[config.mk]
export PLATFORM = sky130hd
export DESIGN_NAME = ode_euler_engine
export DESIGN_NICKNAME = d
export VERILOG_FILES = /design/src/rtl/ode_pkg.sv /design/src/rtl/ode_sat_add.sv /design/src/rtl/ode_euler_engine.sv
export SDC_FILE = /design/constraint.sdc
export NUM_CORES = 2
export LEC_CHECK = 0
export BUFFER_PORTS_ARGS = -buffer_cell sky130_fd_sc_hd__buf_2
export CORE_MARGIN = 5
export CORE_UTILIZATION = 50
export DETAILED_ROUTE_END_ITERATION = 10
export GPL_ROUTABILITY_DRIVEN = 1
export MAX_ROUTING_LAYER = met4
export PLACE_DENSITY = 0.73
export SLEW_MARGIN = 20
export SYNTH_ARGS = -nofsm -noshare
export SYNTH_HDL_FRONTEND = slang
export SYNTH_HIERARCHICAL = 1
export SYNTH_SLANG_ARGS = --single-unit
[constraint.sdc]
create_clock -name clk -period 8.2 [get_ports clk]
set_input_delay 1.23 -clock clk [delete_from_list [all_inputs] [get_ports clk]]
set_output_delay 1.23 -clock clk [all_outputs]
set_load 0.05 [all_outputs]
[src/rtl/ode_pkg.sv]
// Shared types, defaults and saturation helper for the forward-Euler oscillator engine.
package ode_pkg;

  localparam int W_DEF        = 18;
  localparam int FRAC_DEF     = 16;
  localparam int DT_SHIFT_DEF = 8;
  localparam int CNT_W_DEF    = 16;
  // Wide enough for the negated, de-scaled product sum before it is clipped.
  localparam int SAT_IN_W     = W_DEF + 4;

  typedef enum logic [1:0] {IDLE, MUL, SUM, UPD} state_t;

  typedef struct packed {
    logic                    ovf;
    logic signed [W_DEF-1:0] val;
  } sat_res_t;

  localparam logic signed [SAT_IN_W-1:0] SAT_MAX = SAT_IN_W'(2 ** (W_DEF - 1) - 1);
  localparam logic signed [SAT_IN_W-1:0] SAT_MIN = ~SAT_MAX;

  function automatic sat_res_t sat_to_w(input logic signed [SAT_IN_W-1:0] val);
    sat_res_t r;
    r.ovf = 1'b0;
    r.val = val[W_DEF-1:0];
    if (val > SAT_MAX) begin
      r.ovf = 1'b1;
      r.val = SAT_MAX[W_DEF-1:0];
    end else if (val < SAT_MIN) begin
      r.ovf = 1'b1;
      r.val = SAT_MIN[W_DEF-1:0];
    end
    return r;
  endfunction

endpackage

[src/rtl/ode_sat_add.sv]
// Signed W-bit adder that clips to the representable range and flags the clip.
module ode_sat_add
  import ode_pkg::*;
(
  input  logic signed [W_DEF-1:0] a,
  input  logic signed [W_DEF-1:0] b,
  output logic signed [W_DEF-1:0] sum,
  output logic                    ovf
);

  logic signed [SAT_IN_W-1:0] wide;
  sat_res_t                   res;

  always_comb begin
    wide = SAT_IN_W'(a) + SAT_IN_W'(b);
    res  = sat_to_w(wide);
  end

  assign sum = res.val;
  assign ovf = res.ovf;

endmodule

[src/rtl/ode_euler_engine.sv]
// Damped oscillator x'' = -k*x - b*v integrated by explicit forward Euler,
// one step per four clocks (IDLE -> MUL -> SUM -> UPD) while clk_en is high.
module ode_euler_engine
  import ode_pkg::*;
#(
  parameter int W        = W_DEF,
  parameter int FRAC     = FRAC_DEF,
  parameter int DT_SHIFT = DT_SHIFT_DEF,
  parameter int CNT_W    = CNT_W_DEF
) (
  input  logic                clk,
  input  logic                reset,
  input  logic                sw_rst,
  input  logic                clk_en,
  input  logic signed [W-1:0] k_coef,
  input  logic signed [W-1:0] b_coef,
  input  logic signed [W-1:0] v_init,
  input  logic signed [W-1:0] x_init,
  output logic signed [W-1:0] x_out,
  output logic signed [W-1:0] v_out,
  output logic                sample_valid,
  output logic [CNT_W-1:0]    step_count,
  output logic                sat_flag,
  output logic                busy
);

  state_t                  state_reg;
  logic signed [W-1:0]     x_reg, v_reg, a_reg;
  logic signed [2*W-1:0]   px_reg, pv_reg;
  logic                    sample_valid_reg;
  logic [CNT_W-1:0]        step_count_reg;
  logic                    sat_flag_reg;

  logic signed [2*W-1:0]   px_next, pv_next;
  logic signed [2*W:0]     psum;
  logic signed [SAT_IN_W-1:0] acc_neg;
  sat_res_t                a_res;
  logic signed [W-1:0]     a_shift, v_shift, v_upd, x_upd;
  logic                    v_ovf, x_ovf;

  // Full-width signed products; operands are sign-extended so the low 2W bits are exact.
  assign px_next = (2*W)'(k_coef) * (2*W)'(x_reg);
  assign pv_next = (2*W)'(b_coef) * (2*W)'(v_reg);

  // The shifted sum fits in W+3 bits, so its negation cannot wrap in SAT_IN_W bits.
  assign psum    = (2*W+1)'(px_reg) + (2*W+1)'(pv_reg);
  assign acc_neg = -(SAT_IN_W'(psum >>> FRAC));
  assign a_res   = sat_to_w(acc_neg);

  assign a_shift = a_reg >>> DT_SHIFT;
  assign v_shift = v_reg >>> DT_SHIFT;

  ode_sat_add u_v_add (.a(v_reg), .b(a_shift), .sum(v_upd), .ovf(v_ovf));
  ode_sat_add u_x_add (.a(x_reg), .b(v_shift), .sum(x_upd), .ovf(x_ovf));

  always_ff @(posedge clk or posedge reset) begin
    if (reset) begin
      state_reg        <= IDLE;
      x_reg            <= '0;
      v_reg            <= '0;
      a_reg            <= '0;
      px_reg           <= '0;
      pv_reg           <= '0;
      sample_valid_reg <= 1'b0;
      step_count_reg   <= '0;
      sat_flag_reg     <= 1'b0;
    end else begin
      sample_valid_reg <= 1'b0;
      if (sw_rst) begin
        // Load wins over any step in flight; partial results are simply dropped.
        state_reg      <= IDLE;
        x_reg          <= x_init;
        v_reg          <= v_init;
        step_count_reg <= '0;
        sat_flag_reg   <= 1'b0;
      end else begin
        case (state_reg)
          IDLE: if (clk_en) state_reg <= MUL;
          MUL: begin
            px_reg    <= px_next;
            pv_reg    <= pv_next;
            state_reg <= SUM;
          end
          SUM: begin
            a_reg <= a_res.val;
            if (a_res.ovf) sat_flag_reg <= 1'b1;
            state_reg <= UPD;
          end
          UPD: begin
            v_reg            <= v_upd;
            x_reg            <= x_upd;
            if (v_ovf || x_ovf) sat_flag_reg <= 1'b1;
            sample_valid_reg <= 1'b1;
            step_count_reg   <= step_count_reg + CNT_W'(1);
            state_reg        <= IDLE;
          end
          default: state_reg <= IDLE;
        endcase
      end
    end
  end

  assign x_out        = x_reg;
  assign v_out        = v_reg;
  assign sample_valid = sample_valid_reg;
  assign step_count   = step_count_reg;
  assign sat_flag     = sat_flag_reg;
  assign busy         = (state_reg != IDLE);

endmodule

==> impl_results.md <==
- Crit path cell chain: and2_1 -> fa_1 -> fa_1 -> fa_1 -> inv_1 -> fa_1 -> inv_1 -> fa_1 -> inv_1 -> fa_1 -> inv_1 -> ha_1 -> and3_1 -> nand2_1 -> a311oi_1 -> o211ai_1 -> a21oi_1 -> o31ai_1 -> or3_1 -> a31o_2 -> a31oi_1
- CTS buffer count: 17
- Post-CTS sizing: 0
- Post-CTS Setup Inserts: 0
- Largest net degree at the start of global routing: 125
- Input/output buffers: 130
- Crit share post-route: 0.913
- Reg clk slew, reported paths: 0.07 ns
- Most used DFF post-synth: dfrtp_1
- Relative slew slack: 0.255
- Via/cell ratio: 5.48
- Drt total wl: 86000 µm
- RD Place Congestion: 0.939
- Status: completed
- Ranking of synthesized cells by area: fa_1, dfrtp_1, ha_1, inv_1, nand2_1
- Layout cells sized above 1: 0.0756
- Post-synthesis sequential area ratio: 0.0991
- CP endpoint kind: flop
- Post-Synthesis Cells: 3957
- Hold path cells: 2
- Area share of the largest cell type after synthesis: 0.379
- Final Skew: 0.0153 ns
- Initial Utilization: 0.507
- DRC: 0
- Yosys Warn Count: 6
- Worst Path Max Fanout: 21
- Total Routing Usage GR: 0.244
- Yosys cell types: 100
- CTS root buf: clkbuf_16
- Die Wd: 274 µm
- Crit path DAT: 7.85 ns
- Hold Vio Cnt, Final: 0
- DR vias: 26885
- First-pass DRT Iterations: 6
- WS Path Type: reg2reg
- Detail Route Antenna Nets: 0
- Hold endpoint: px_reg[28]$_DFFE_PP0P_
- Initial antenna violation count: 4
- FFs w/ async S/R, synth: 1.00
- Worst EP required: 8.56 ns
- Worst reg2reg setup slack: 0.71 ns
- RR Endpoint: pv_reg[35]$_DFFE_PP0P_
- Wl on met1: 35300 µm
- Number of synthesized flops with an enable pin: 0
- Floorplan core area: 68800 µm²
- Commonest non-fill, non-tap cell in the layout: inv_1
- Worst Max-Slew Pin Slew: 1.12 ns
- DR top layer: met4
- R2R Path Start: v_out[0]$_DFFE_PP0P_
- Row cnt: 96
- WL met3: 5100 µm
- Vias in the first global route: 28346
- Wire length of the first global-routing pass: 144000 µm
- DR iter-0 viols: 1881
- CTS tree: yes
- Max incr delay on CP: 1.08 ns
- Hold_sp: px_reg[28]$_DFFE_PP0P_
- Post-synth top area cell: fa_1
- GRT Residual Overflow: 0
- Max Buffers Root-to-Sink: 2
- Clock Sinks: 138
- Syn_nets: 4955
- Most used cell, CP: fa_1
- Most frequent cells in the layout: inv_1, fa_1, nand2_1
- RSZ-0062 raised after global routing: no
- # setup viols final: 0
- Post-synth design cell area: 34900 µm²
- Highest Clock Rate: 0.134 GHz
- Wire length on met2: 42900 µm
- Nets: 4956
- Flops & latches, synth: 138
- Number of H-tree levels: 4
- Crit start category: flop
- Drt wl/cell: 17.5 µm
- Reg2Reg Depth: 21
- Layout area overhead: 5.61%
- Skew-Pair Late Insertion Delay: 0.45 ns
- TNS Setup: 0 ns
- Die footprint: 75100 µm²
- DPL Wire Length: 70100 µm
- Hold-fix buffers, CTS: 0
- Chip height: 274 µm
- Syn Area/Cell: 8.81 µm²
- Min Tclk post-route: 7.49 ns
- Worst min path class: reg2reg
- I/O Pins: 131
- Max-cap viol count: 0
- Slowest-stage cell, CP: dfrtp_1
- Final-report max-slew violation count: 0
==> per-layer routing <==
metal  GRT usage  vias to the layer above
met2       0.412                      897
met3      0.0307                      186
li1            -                    12317
met1       0.312                    13485
met5           -                        -
met4      0.0670                        0
==> stage by stage <==
| step | instances | instance area, µm² | setup slack, ns | util | hold WS, ns |
|---|---|---|---|---|---|
| 2_1_floorplan | 3957 | 34900 | 0.595 | - | 0.443 |
| 3_3_place_gp | 4869 | 36200 | 0.358 | 0.526 | 0.465 |
| 3_5_place_dp | 4869 | 36200 | 0.278 | 0.526 | 0.468 |
| 4_1_cts | 4900 | 36800 | 0.718 | 0.535 | 0.482 |
| 5_1_grt | 4904 | 36800 | 0.294 | 0.535 | 0.507 |
| 6_report | 4905 | 36800 | 0.713 | 0.535 | 0.481 |
==> Yosys cell counts, types with 20 or more instances <==
master	number
o21ai_0	164
nor3_1	27
a21o_1	48
a21oi_1	140
ha_1	262
nor2_1	114
nand3_1	32
clkbuf_1	162
xor2_1	51
fa_1	660
mux2i_1	56
nand2b_1	32
xnor2_1	76
and2_1	219
inv_1	756
and3_1	22
dfrtp_1	138
maj3_1	22
nand2_1	620
a31oi_1	20
==> area by class of cell <==
cell class                 instances  area (µm²)
clock inverter                    14         133
antenna                            4        10.0
fill                            6210       32000
tap                              931        1160
timing repair buffer             173         986
clock buffer                      17         425
inverter                         758        2850
multi-input combinational       2870       27800
sequential                       138        3450
==> cells by family after synthesis <==
group / synth area share
AOI/OAI and AO/OA: 0.107
xor gates and xnor gates: 0.0319
adders and majority gates: 0.485
buffers and inverters: 0.104
DFF: 0.0991
muxes: 0.0177
and+or+nand+nor: 0.155
==> worst max-delay path: cells and delay by family, from the launching register on <==
kind,cells,cell delay (ns)
adders and majority gates,7,3.33
AOI/OAI and AO/OA,6,1.65
and+or+nand+nor,4,1.10
DFF,1,1.08
buffers and inverters,4,0.20
==> how the worst max path moves through the flow <==
stage	slack (ns)	to	from
floorplan	0.60	px_reg[34]$_DFFE_PP0P_	k_coef[10]
global placement	0.36	px_reg[34]$_DFFE_PP0P_	k_coef[9]
detailed placement	0.28	px_reg[34]$_DFFE_PP0P_	k_coef[9]
CTS	0.72	px_reg[34]$_DFFE_PP0P_	k_coef[9]
global route	0.29	pv_reg[35]$_DFFE_PP0P_	v_out[0]$_DFFE_PP0P_
finish	0.71	pv_reg[35]$_DFFE_PP0P_	v_out[0]$_DFFE_PP0P_
Power is left out: the tool's default activity adds up to more than one toggle a clock period on the data nets, which glitch-free logic cannot reach.
